--- src/rtl/charge_pkg.sv ---
`default_nettype none
// -------------------------------------------------------------------
// charge_pkg : shared states, hide digit and BCD conversion helpers
// Rev 1.0
// -------------------------------------------------------------------
package charge_pkg;

  typedef enum logic [3:0] {
    ST_INIT    = 4'b0001,
    ST_START   = 4'b0010,
    ST_INPUT   = 4'b0100,
    ST_CONFIRM = 4'b1000
  } state_e;

  localparam logic [3:0] HIDE = 4'hF;

  // Up to 16 BCD digits; callers truncate to their own width.
  function automatic logic [63:0] bin2bcd(input logic [31:0] bin);
    logic [31:0] v;
    logic [63:0] r;
    v = bin;
    r = '0;
    for (int i = 0; i < 16; i++) begin
      r[4*i +: 4] = 4'(v % 32'd10);
      v = v / 32'd10;
    end
    return r;
  endfunction

  function automatic logic [31:0] bcd2bin(input logic [7:0] bcd);
    return 32'(bcd[7:4]) * 32'd10 + 32'(bcd[3:0]);
  endfunction

endpackage
`default_nettype wire

--- src/rtl/charge_channel.sv ---
`default_nettype none
// -------------------------------------------------------------------
// charge_channel : one BCD countdown timer with prescaler, busy, done
// Rev 1.0
// -------------------------------------------------------------------
module charge_channel
  import charge_pkg::*;
#(
  parameter int TDIG     = 3,
  parameter int TICK_DIV = 256
) (
  input  logic              CLK,
  input  logic              rst,
  input  logic              load,
  input  logic [4*TDIG-1:0] load_val,
  output logic [4*TDIG-1:0] timer,
  output logic              busy,
  output logic              done
);

  localparam int TW = 4 * TDIG;
  localparam int PW = (TICK_DIV > 1) ? $clog2(TICK_DIV) : 1;
  localparam logic [TW-1:0] ONE        = TW'(1);
  localparam logic [PW-1:0] PRESC_LAST = PW'(TICK_DIV - 1);

  logic [TW-1:0] timer_q, timer_d;
  logic [PW-1:0] presc_q, presc_d;
  logic          busy_q, busy_d;
  logic          done_q, done_d;

  function automatic logic [TW-1:0] bcd_dec(input logic [TW-1:0] v);
    logic [TW-1:0] r;
    logic          borrow;
    r      = v;
    borrow = 1'b1;
    for (int i = 0; i < TDIG; i++) begin
      if (borrow) begin
        if (r[4*i +: 4] == 4'h0) begin
          r[4*i +: 4] = 4'h9;
        end else begin
          r[4*i +: 4] = r[4*i +: 4] - 4'h1;
          borrow      = 1'b0;
        end
      end
    end
    return r;
  endfunction

  always_comb begin
    timer_d = timer_q;
    presc_d = presc_q;
    busy_d  = busy_q;
    done_d  = 1'b0;
    if (load) begin
      timer_d = load_val;
      presc_d = '0;
      busy_d  = (load_val != '0);
    end else if (busy_q) begin
      if (presc_q == PRESC_LAST) begin
        presc_d = '0;
        timer_d = bcd_dec(timer_q);
        if (timer_q == ONE) begin
          busy_d = 1'b0;
          done_d = 1'b1;
        end
      end else begin
        presc_d = presc_q + 1'b1;
      end
    end
  end

  always_ff @(posedge CLK) begin
    if (rst) begin
      timer_q <= '0;
      presc_q <= '0;
      busy_q  <= 1'b0;
      done_q  <= 1'b0;
    end else begin
      timer_q <= timer_d;
      presc_q <= presc_d;
      busy_q  <= busy_d;
      done_q  <= done_d;
    end
  end

  assign timer = timer_q;
  assign busy  = busy_q;
  assign done  = done_q;

endmodule
`default_nettype wire

--- src/rtl/charge_station_ctrl.sv ---
`default_nettype none
// -------------------------------------------------------------------
// charge_station_ctrl : prepaid keypad front end driving NCH timers
// Rev 1.0
// -------------------------------------------------------------------
module charge_station_ctrl
  import charge_pkg::*;
#(
  parameter int NCH       = 4,
  parameter int RATE      = 2,
  parameter int MAX_MONEY = 20,
  parameter int TDIG      = 3,
  parameter int TICK_DIV  = 256,
  parameter int TIMEOUT   = 4096,
  localparam int CW       = (NCH > 1) ? $clog2(NCH) : 1
) (
  input  logic              CLK,
  input  logic              rst,
  input  logic              start,
  input  logic              ok,
  input  logic              clear,
  input  logic              idle,
  input  logic [3:0]        data,
  input  logic [CW-1:0]     ch_sel,
  output logic [7:0]        money,
  output logic [4*TDIG-1:0] preview,
  output logic [4*TDIG-1:0] timer_sel,
  output logic [NCH-1:0]    ch_busy,
  output logic [NCH-1:0]    ch_done,
  output logic              err,
  output logic [3:0]        state_viewer
);

  localparam int TW = 4 * TDIG;
  localparam int KW = $clog2(TIMEOUT) + 1;
  localparam logic [7:0]    MAX_BCD  = 8'(bin2bcd(32'(MAX_MONEY)));
  localparam logic [TW-1:0] HIDE_ALL = {TDIG{HIDE}};

  state_e        state_q, state_d;
  logic [7:0]    money_q, money_d;
  logic [KW-1:0] idle_cnt_q, idle_cnt_d;
  logic          prev_idle_q;
  logic          err_q, err_d;

  logic [TW-1:0]  charge_bcd;
  logic [7:0]     candidate;
  logic           keypress, timeout, accept, sel_busy;
  logic [TW-1:0]  sel_timer;
  logic [TW-1:0]  timers [NCH];
  logic [NCH-1:0] busy_vec, done_vec;

  assign charge_bcd = TW'(bin2bcd(bcd2bin(money_q) * 32'(RATE)));
  assign candidate  = {money_q[3:0], data};
  assign keypress   = (state_q == ST_INPUT) && prev_idle_q && !idle && (data != HIDE);
  assign timeout    = (idle_cnt_q == KW'(TIMEOUT - 1));

  // Loop mux keeps non-power-of-two NCH from indexing past the array.
  always_comb begin
    sel_busy  = 1'b0;
    sel_timer = HIDE_ALL;
    for (int i = 0; i < NCH; i++) begin
      if (ch_sel == CW'(i)) begin
        sel_busy  = busy_vec[i];
        sel_timer = timers[i];
      end
    end
  end

  always_comb begin
    state_d    = state_q;
    money_d    = money_q;
    idle_cnt_d = idle_cnt_q;
    err_d      = 1'b0;
    accept     = 1'b0;
    case (state_q)
      ST_INIT: begin
        if (start) begin
          state_d    = ST_START;
          money_d    = 8'h00;
          idle_cnt_d = '0;
        end
      end
      ST_START: state_d = ST_INPUT;
      ST_INPUT: begin
        idle_cnt_d = idle ? idle_cnt_q + 1'b1 : '0;
        if (timeout) begin
          state_d    = ST_INIT;
          money_d    = 8'hFF;
          idle_cnt_d = '0;
        end else if (ok) begin
          if (money_q != 8'h00) begin
            if (sel_busy) begin
              err_d = 1'b1;
            end else begin
              accept  = 1'b1;
              state_d = ST_CONFIRM;
            end
          end
        end else if (keypress) begin
          // Only a single-digit amount can take another digit.
          if (money_q[7:4] == 4'h0) begin
            money_d = (bcd2bin(candidate) > 32'(MAX_MONEY)) ? MAX_BCD : candidate;
          end
        end else if (clear) begin
          money_d = 8'h00;
        end
      end
      ST_CONFIRM: begin
        state_d    = ST_START;
        money_d    = 8'h00;
        idle_cnt_d = '0;
      end
      default: begin
        state_d    = ST_INIT;
        money_d    = 8'hFF;
        idle_cnt_d = '0;
      end
    endcase
  end

  always_ff @(posedge CLK) begin
    if (rst) begin
      state_q     <= ST_INIT;
      money_q     <= 8'hFF;
      idle_cnt_q  <= '0;
      prev_idle_q <= 1'b1;
      err_q       <= 1'b0;
    end else begin
      state_q     <= state_d;
      money_q     <= money_d;
      idle_cnt_q  <= idle_cnt_d;
      prev_idle_q <= idle;
      err_q       <= err_d;
    end
  end

  generate
    for (genvar i = 0; i < NCH; i++) begin : g_ch
      charge_channel #(
        .TDIG     (TDIG),
        .TICK_DIV (TICK_DIV)
      ) u_ch (
        .CLK      (CLK),
        .rst      (rst),
        .load     (accept && (ch_sel == CW'(i))),
        .load_val (charge_bcd),
        .timer    (timers[i]),
        .busy     (busy_vec[i]),
        .done     (done_vec[i])
      );
    end
  endgenerate

  assign money        = money_q;
  assign preview      = (state_q == ST_INIT) ? HIDE_ALL : charge_bcd;
  assign timer_sel    = (state_q == ST_INIT) ? HIDE_ALL : sel_timer;
  assign ch_busy      = busy_vec;
  assign ch_done      = done_vec;
  assign err          = err_q;
  assign state_viewer = state_q;

endmodule
`default_nettype wire

--- config.mk ---
export PLATFORM = sky130hd
export DESIGN_NAME = charge_station_ctrl
export DESIGN_NICKNAME = d
export VERILOG_FILES = /design/src/rtl/charge_pkg.sv /design/src/rtl/charge_channel.sv /design/src/rtl/charge_station_ctrl.sv
export SDC_FILE = /design/constraint.sdc
export NUM_CORES = 1
export LEC_CHECK = 0
export CAP_MARGIN = 20
export CORE_UTILIZATION = 42
export DETAILED_ROUTE_END_ITERATION = 7
export HOLD_SLACK_MARGIN = 0.06
export MAX_ROUTING_LAYER = met4
export PLACE_DENSITY = 0.65
export SYNTH_ARGS = -nofsm -noshare
export SYNTH_HDL_FRONTEND = slang
export SYNTH_SLANG_ARGS = --single-unit
--- constraint.sdc ---
create_clock -name CLK -period 11.2 [get_ports CLK]
set_clock_uncertainty 0.05 [all_clocks]
set_input_delay 3.36 -clock CLK [delete_from_list [all_inputs] [get_ports CLK]]
set_output_delay 3.36 -clock CLK [all_outputs]
set_load 0.005 [all_outputs]
==> impl_metrics.toml, run 1 <==
[clock_network]
clk_pin_slew_ns = 0.06
clock_latency_ns = 0.42
htree_levels = 4
cts_tree = "yes"
clk_path_buf_depth = 2
cts_sinks = 115
cts_made_buffers = 17
root_buffer = "clkbuf_16"

[finish]
final_area_mm2 = 0.00959
fillers = 1802
layout.nets = 1087
syn_to_final_growth_pct = 18.4
final_util_pct = 51.0
antenna-diode-count = 0
drive_gt1_share_pct = 12.8

[power]
vdd_drop_max_mv = 0.413
cellPowerDensity_mw_per_mm2 = 365
total_power_mw = 3.51
p_leak_nw = 3.50

[run]
cap_violations = 0

[detailed_routing]
wl_per_cell_um = 16.3
wl_mm = 21.5
via_count = 7632
routed_via_density = 5.80
drc = 0
postRouteAntennaNets = 0
first_iter_violations = 534
firstDrtPassIters = 5

[yosys]
ys_warn_count = 0
yosysSeqAreaShare_pct = 28.4
synth-seq-cells = 115
syn_avg_cell_area_um2 = 8.05
syn-num-nets = 1050
synth.mux.area_fraction_pct = 5.96
synthCells = 1006
synth-async-reset-ratio_pct = 0
ys.flop_type = "dfxtp_1"
yosys.area_share.xor_xnor_pct = 7.21
syn_area_mm2 = 0.00810
synthAdderAreaFrac_pct = 5.44
yosys.area_share.simple_pct = 27.2
synth-compound-area-share_pct = 21.0
synth_top_family_by_area = "simple AND/OR/NAND/NOR gates"
yosysUniqueCellTypes = 85
synth_edf_count = 0

[global_routing]
grt_pass1_vias = 6858
grt.overflow.total = 0
grt_pass1_wl_mm = 34.9
grt_max_degree = 84
antenna_found_initial = 0
grt_usage_pct = 22.6

[sta]
setup_viol = 0
finalCriticalPeriod_ns = 10.86
min_period_over_period_pct = 97.0
worst_slew_pin_slew_ns = 1.00
relSlewSlack_pct = 33.1
fin_hold_ws_ns = 0.425
final-hold-violation-count = 0
max_freq_mhz = 92.1
drv_slew = 0
tns_ns = 0

[worst_setup_path]
reg2reg_to = "g_ch[2].u_ch.busy"
worstRegToRegCells = 33
crit_buf_inv = 8
slowest_delay_ns = 0.59
worstPathRequired_ns = 7.79
crit_top_cell = "ha_1"
worstReg2RegStart = "money[5]"
crit_arrival_ns = 7.45
crit_path_start_kind = "flop"
critPathCaptureType = "output pin"
path_max_fanout = 7
cp_top_family = "adder cells"
worstSetupPathType = "reg -> out"
crit_slowest_cell = "clkdlybuf4s50_1"
ff2ff_setup_slack_ns = 4.19

[die]
pin_count = 57
num_rows = 50
core-area_mm2 = 0.0188
start_util_pct = 43.0
die_w_um = 141
dieHeight_um = 141
dieArea_mm2 = 0.0199

[hold_path]
holdPathEnd = "idle_cnt_q[12]"
holdCritStartpoint = "idle_cnt_q[12]"
hold_depth = 1
hold_path_class = "reg -> reg"

[placement]
place_hpwl_mm = 15.5
postPlaceCellArea_mm2 = 0.00884
place_congestion = 0.925
numPortBuffers = 56

[run_status]
status = "completed"
-- cells in the final DEF, fill, tap and decap left out, drive strengths merged, types with 5 or more instances in the layout --
cell type        n
nor3b           10
nor4            17
o21a            10
a2111oi          9
nand2           70
ha              28
a31oi           16
clkbuf          20
xor2            36
o211ai          10
xnor2           29
inv             27
mux4            13
or3             17
a21oi           39
a311oi           6
a211o           11
or2             23
a31o            10
dfxtp          115
buf             25
a211oi          41
and3            19
and4             5
nor2           148
nand3           26
mux2i           14
and2             8
nand2b          17
a21o             6
o21ai           41
o31ai            8
nor3            35
clkdlybuf4s50   55
nand4           21
-- per-stage QoR --
stage | std cells | setup slack (ns)
final | 1315 | 0.342
after global routing | 1315 | -0.0416
after CTS | 1311 | 0.00225
after detailed placement | 1278 | 0.275
after global placement | 1276 | 0.445
after floorplan | 1006 | 1.14
-- worst max-delay path by stage --
stage | start | to | slack (ns) | depth (start not counted)
after floorplan | money[7] | preview[5] | 1.14 | 37
after global placement | money[5] | preview[6] | 0.44 | 35
after detailed placement | money[5] | preview[6] | 0.27 | 35
after CTS | money[5] | preview[6] | 0.002 | 35
after global routing | money[5] | preview[7] | -0.04 | 33
final | money[5] | preview[7] | 0.34 | 33
-- registers in the layout, indices dropped and copies added (netlist names) --
register and count:
prev_idle_q 1, g_ch.u_ch.timer 48, state_viewer 4, g_ch.u_ch.busy 4, err 1, g_ch.u_ch.presc_q 32, idle_cnt_q 13, g_ch.u_ch.done 4
money 8
-- power by group --
| group | internal (mW) | leakage, nW | switching (mW) | total (mW) |
|---|---|---|---|---|
| sequential | 0.415 | 0.929 | 0.0119 | 0.427 |
| combinational | 1.01 | 2.27 | 1.48 | 2.49 |
| clock | 0.390 | 0.301 | 0.200 | 0.590 |
| total | 1.81 | 3.50 | 1.69 | 3.51 |
-- kinds of logic (layout without fill, tap and decap cells) --
kind of cell | Yosys count | in the layout
AND/OR/NAND/NOR | 438 | 438
multiplexers | 30 | 30
buffers and inverters | 88 | 137
adder cells (fa/ha/maj) | 33 | 33
flip-flops | 115 | 115
XOR/XNOR | 65 | 65
AO/OA/AOI/OAI | 237 | 237
-- worst register-to-register path, delay by kind of cell, from the launching register on --
family | cells | cell delay (ns)
compound gates | 7 | 1.45
fa+ha+maj | 6 | 1.59
buf+inv | 8 | 1.08
flops | 1 | 0.34
mux | 3 | 0.66
simple gates | 9 | 1.70
-- layout make-up --
type                       instances  area [µm²]  share of cell area (%)
timing repair buffer              80         743                    7.75
tap                              260         325                    3.39
inverter                          26         100                    1.04
clock buffer                      20         467                    4.86
sequential                       115        2310                    24.0
clock inverter                    11         176                    1.84
multi-input combinational        803        5480                    57.1
-- layer usage --
metal | vias up | share of wire [%] | GRT usage (%)
met5 | - | 0 | -
met4 | 0 | 3.0 | 9.38
met3 | 41 | 4.4 | 3.29
met2 | 208 | 46 | 35.6
met1 | 3610 | 46 | 29.0
li1 | 3773 | - | -
-- cell usage after synthesis, drive strengths merged, types with 4 or more instances --
| cell | number | area share (%) |
|---|---|---|
| a21o | 6 | 0.56 |
| ha | 28 | 4.3 |
| a311oi | 6 | 0.65 |
| o311ai | 4 | 0.65 |
| nor2 | 148 | 6.9 |
| clkbuf | 39 | 1.8 |
| and4 | 5 | 0.54 |
| nand2b | 17 | 1.3 |
| a21oi | 39 | 2.5 |
| o21bai | 4 | 0.37 |
| a211oi | 41 | 4.0 |
| nand3 | 26 | 1.6 |
| xnor2 | 29 | 3.2 |
| a31oi | 16 | 1.3 |
| o21ai | 41 | 2.5 |
| buf | 23 | 1.8 |
| dfxtp | 115 | 28 |
| o31ai | 8 | 0.74 |
| a31o | 10 | 1.1 |
| nor4b | 4 | 0.43 |
| mux2i | 14 | 1.9 |
| and3 | 19 | 1.5 |
| nand2 | 70 | 3.2 |
| mux4 | 13 | 3.6 |
| nor4 | 17 | 1.3 |
| or3 | 17 | 1.3 |
| and2 | 8 | 0.62 |
| xor2 | 36 | 4.0 |
| o21a | 10 | 0.93 |
| o211ai | 10 | 0.93 |
| nor3 | 35 | 2.2 |
| nor3b | 10 | 0.93 |
| fa | 4 | 0.99 |
| a211o | 11 | 1.2 |
| a2111oi | 9 | 1.1 |
| o221ai | 4 | 0.51 |
| inv | 26 | 1.2 |
| nand4 | 21 | 1.6 |
| or2 | 23 | 1.8 |
-- what timing repair did --
item | 4_1_cts | 5_1_grt
hold buffers | 0 | 0
endpoints found under the hold margin | 0 | 0
gates cloned | 0 | 0
setup buffers | 2 | 4
resized for setup | 1 | 18
pin swaps | 1 | 9
setup endpoints to repair | 5 | 8
No activity file was read; power rests on OpenSTA's default activity.
==> inputs of run 2 (changes only) <==
--- a/config.mk
+++ b/config.mk
@@ -6,6 +6,7 @@
 export NUM_CORES = 1
 export LEC_CHECK = 0
 export CAP_MARGIN = 20
+export CORE_ASPECT_RATIO = 1.2
 export CORE_UTILIZATION = 42
 export DETAILED_ROUTE_END_ITERATION = 7
 export HOLD_SLACK_MARGIN = 0.06
==> impl_metrics.toml, run 2 (synthesis gave the netlist of run 1 again) <==
[run_status]
status = "completed"

[finish]
layout_common_cells = "nor2_1 (147), dfxtp_1 (112), nand2_1 (69)"
syn_to_final_growth_pct = 19.5
layout.nets = 1094
drive_gt1_share_pct = 14.0
antenna-diode-count = 0
final_common_cell = "nor2_1"
final_util_pct = 51.4
final_cells = 1319
largest_reg_flops = 48

[placement]
numPortBuffers = 56
place_congestion = 0.945
place_hpwl_mm = 15.5
dp_cells = 1273

[global_routing]
grt.overflow.total = 0
grt_pass1_wl_mm = 35.8
grt_pass1_vias = 6997
grt_usage_pct = 23.4
antenna_found_initial = 0
grt_max_degree = 84

[worst_setup_path]
crit_arrival_ns = 7.37
slowest_delay_ns = 0.57
critPathCaptureType = "output pin"
worstSetupPathType = "reg -> out"
crit_top_cell = "ha_1"
crit_slowest_cell = "fa_2"
worstPathRequired_ns = 7.79
crit_path_start_kind = "flop"
path_max_fanout = 7

[detailed_routing]
via_count = 7684
drc = 0
detail_route.wirelength.met1_mm = 10.1
routed-wl-met3_um = 870
wl_met2_mm = 10.4
first_iter_violations = 563
routed_via_density = 5.83
postRouteAntennaNets = 0
firstDrtPassIters = 5
top_layer = "met4"
wl_mm = 22.2
wl_per_cell_um = 16.8

[clock_network]
cts_tree = "yes"
cts_sinks = 115
cts_made_buffers = 17
clock_latency_ns = 0.43
root_buffer = "clkbuf_16"
clk_pin_slew_ns = 0.06
clk_path_buf_depth = 2
htree_levels = 4

[die]
start_util_pct = 43.0
pin_count = 57
die_w_um = 129
dieArea_mm2 = 0.0199
dieHeight_um = 154
num_rows = 55
core-area_mm2 = 0.0189

[sta]
worst_slew_pin_slew_ns = 1.08
max_freq_mhz = 92.7
drv_slew = 0
min_period_over_period_pct = 96.3
setup_viol = 0
relSlewSlack_pct = 27.7
final-hold-violation-count = 0
finalCriticalPeriod_ns = 10.78

[power]
vdd_drop_max_mv = 0.375
total_power_mw = 3.57
cellPowerDensity_mw_per_mm2 = 368
p_leak_nw = 3.55

[run]
cap_violations = 0

[hold_path]
hold_path_class = "reg -> reg"
## run 2: changes by cell type in the layout (fill, tap and decap cells not counted), sizes merged
cell / previous run / this run
clkbuf: 20 / 18
buf: 25 / 32
clkinvlp: 4 / 1
clkinv: 2 / 6
inv: 27 / 29
## run 2: stage by stage
stage	hold slack, ns	worst slack, ns	setup TNS [ns]	instance area, µm²
CTS	0.429	0.0124	0	9510
global route	0.461	-0.0161	-0.0161	9680
global placement	0.414	0.223	0	8810
detailed placement	0.421	0.0724	0	8810
floorplan	0.408	1.14	0	8100
finish	0.428	0.416	0	9680
## run 2: final timing paths
| check | start | endpoint | slack (ns) | cells after the start |
|---|---|---|---|---|
| setup reg to reg | money[5] | g_ch[2].u_ch.busy | 4.24 | 38 |
| setup / recovery | money[5] | preview[10] | 0.42 | 37 |
| hold / removal | idle_cnt_q[12] | idle_cnt_q[12] | 0.43 | 1 |
| hold reg to reg | idle_cnt_q[12] | idle_cnt_q[12] | 0.43 | 1 |
## run 2: worst max-delay path: cells and delay by family (launching register included)
family / cells / cell delay (ns)
fa+ha+maj: 8 / 2.07
compound gates: 10 / 1.54
buf+inv: 10 / 1.50
simple gates: 9 / 1.49
flops: 1 / 0.35
## run 2: timing repair
item	4_1_cts	5_1_grt
gates cloned	0	0
hold buffers	0	0
pin swaps	3	7
setup endpoints to repair	7	8
setup buffers	3	10
resized for setup	5	22
## run 2: metal layers
metal  vias up  global-route usage, %
met2       195                   35.7
met3        59                   3.65
met5         -                      -
met4         0                   11.0
met1      3650                   30.0
li1       3780                      -
## run 2: where the power goes
| part | switching (mW) | leakage [nW] | internal (mW) | total (mW) |
|---|---|---|---|---|
| logic | 1.51 | 2.31 | 1.05 | 2.55 |
| clock network | 0.206 | 0.311 | 0.381 | 0.587 |
| registers | 0.0123 | 0.929 | 0.415 | 0.428 |
| total | 1.72 | 3.55 | 1.84 | 3.57 |
## run 2: layout make-up
cell class	instances	area [µm²]
timing repair buffer	87	808
clock buffer	18	439
inverter	26	100
sequential	115	2310
clock inverter	14	203
fill	1867	9170
tap	256	320
multi-input combinational	803	5510
==> inputs of run 3 (changes only) <==
--- a/config.mk
+++ b/config.mk
@@ -5,10 +5,12 @@
 export SDC_FILE = /design/constraint.sdc
 export NUM_CORES = 1
 export LEC_CHECK = 0
+export ABC_AREA = 0
 export CAP_MARGIN = 20
 export CORE_ASPECT_RATIO = 1.2
 export CORE_UTILIZATION = 42
 export DETAILED_ROUTE_END_ITERATION = 7
+export GPL_TIMING_DRIVEN = 1
 export HOLD_SLACK_MARGIN = 0.06
 export MAX_ROUTING_LAYER = met4
 export PLACE_DENSITY = 0.65
==> constraint.sdc (replaced) <==
create_clock -name CLK -period 11.5 [get_ports CLK]
set_clock_uncertainty 0.05 [all_clocks]
set_input_delay 3.45 -clock CLK [delete_from_list [all_inputs] [get_ports CLK]]
set_output_delay 3.45 -clock CLK [all_outputs]
set_load 0.005 [all_outputs]
==> impl_metrics.toml, run 3 (synthesis gave the netlist of run 1 again) <==
[power]
internal_power_mw = 1.80
p_clk_share_pct = 15.2
vdd_drop_max_mv = 0.423
comb_power_share_pct = 73.0
p_sw_mw = 1.71
total_power_mw = 3.51
power_frac_seq_pct = 11.8
p_leak_nw = 3.54
swShare_pct = 48.7
cellPowerDensity_mw_per_mm2 = 364

[sta]
setup_ws_ns = 0.372
max_freq_mhz = 89.9
final-hold-violation-count = 0
setup_viol = 0
worst_slew_pin_slew_ns = 1.11
finalCriticalPeriod_ns = 11.13
min_period_over_period_pct = 96.8
relSlewSlack_pct = 25.7
drv_slew = 0

[global_routing]
antenna_found_initial = 0
grt_pass1_wl_mm = 34.8
grt_max_degree = 84
grt_pass1_vias = 6956
grt.overflow.total = 0
grt_usage_pct = 22.8

[run_status]
status = "completed"

[worst_setup_path]
worstSetupPathType = "reg -> out"
crit_path_start_kind = "flop"
critPathCaptureType = "output pin"
crit_slowest_cell = "fa_2"
slowest_delay_ns = 0.60
crit_start = "money[5]"
worstPathRequired_ns = 8.00
crit_top_cell = "ha_1"
path_max_fanout = 18
cp-endpoint = "preview[6]"
ff2ff_setup_slack_ns = 4.42
crit_arrival_ns = 7.63
worstReg2RegStart = "money[5]"
reg2reg_to = "g_ch[3].u_ch.timer[11]"
worstRegToRegCells = 32

[clock_network]
htree_levels = 4
clock_latency_ns = 0.43
clk_pin_slew_ns = 0.06
cts_tree = "yes"
root_buffer = "clkbuf_16"
cts_made_buffers = 17
cts_sinks = 115
ctsHoldBuffers = 0
clk_path_buf_depth = 2

[die]
dieHeight_um = 154
start_util_pct = 43.0
pin_count = 57
dieArea_mm2 = 0.0199
die_w_um = 129
num_rows = 55
core-area_mm2 = 0.0189

[finish]
final_common_cell = "nor2_1"
fillers = 1834
layout.nets = 1096
layout_common_cells = "nor2_1 (147), dfxtp_1 (114), nand2_1 (70)"
drive_gt1_share_pct = 13.8
antenna-diode-count = 0
largest_reg_flops = 48
syn_to_final_growth_pct = 19.1

[placement]
pre_cts_ws_ns = 0.364
place_congestion = 0.927
place_hpwl_mm = 15.3
numPortBuffers = 56

[run]
cap_violations = 0

[detailed_routing]
first_iter_violations = 613
wl_per_cell_um = 16.5
wl_mm = 21.8
routed_via_density = 5.79
postRouteAntennaNets = 0
drc = 0
via_count = 7652
firstDrtPassIters = 5

[hold_path]
hold_path_class = "reg -> reg"
run 3: cell count changes in the layout (fill, tap and decap cells not counted), moves of 2 or more:
cell,change
dfxtp_1,+2
bufinv_16,-2
dfxtp_2,-2
inv_6,+3
clkinv_4,-2
buf_6,+2
run 3: critical path: cells and delay by family (launching register included):
family | cells | cell delay (ns)
AO/OA/AOI/OAI | 8 | 1.64
multiplexers | 3 | 0.53
AND/OR/NAND/NOR | 9 | 1.66
buffers and inverters | 8 | 1.42
flip-flops | 1 | 0.34
adder cells (fa/ha/maj) | 5 | 1.59
run 3: worst min path at each step:
stage                          end  slack [ns]  depth (start not counted)           start
floorplan           idle_cnt_q[12]        0.41                          1  idle_cnt_q[12]
global placement    idle_cnt_q[12]        0.41                          1  idle_cnt_q[12]
detailed placement  idle_cnt_q[12]        0.42                          1  idle_cnt_q[12]
CTS                 idle_cnt_q[12]        0.43                          1  idle_cnt_q[12]
global route        idle_cnt_q[12]        0.46                          1  idle_cnt_q[12]
finish              idle_cnt_q[12]        0.43                          1  idle_cnt_q[12]
run 3: power by group through the flow:
stage          logic, mW  registers (mW)  clock network, mW
2_1_floorplan       1.52           0.421                  0
3_3_place_gp        2.21           0.424                  0
3_5_place_dp        2.21           0.424                  0
4_1_cts             2.24           0.415              0.542
5_1_grt             2.75           0.417              0.563
6_report            2.56           0.416              0.535
run 3: layout make-up:
cell class                 count  area (µm²)  area share (%)
multi-input combinational    803        5520            57.1
sequential                   115        2300            23.9
timing repair buffer          89         818            8.48
clock buffer                  17         425            4.41
tap                          256         320            3.32
clock inverter                15         170            1.76
inverter                      26         100            1.04
run 3: what timing repair did:
item,4_1_cts,5_1_grt
pin swaps,1,7
setup buffers,2,14
endpoints found under the hold margin,0,0
endpoints found under the setup margin,3,7
resized for setup,1,23
run 3: metal layers:
layer	global-route usage (%)	up-vias	share of wire, %
li1	-	3793	-
met1	28.3	3602	44
met2	36.0	214	47
met3	4.56	43	5.6
met4	9.47	0	2.9
met5	-	-	0
run 3: metrics by stage:
stage	cell area, µm²	TNS [ns]	hold slack (ns)	instances	util (%)
after floorplan	8100	0	0.408	1006	-
after global placement	8810	0	0.414	1272	46.7
after detailed placement	8810	0	0.422	1272	46.7
after CTS	9430	0	0.434	1306	50.0
after global routing	9650	-0.0120	0.457	1321	51.2
final	9650	0	0.433	1321	51.2
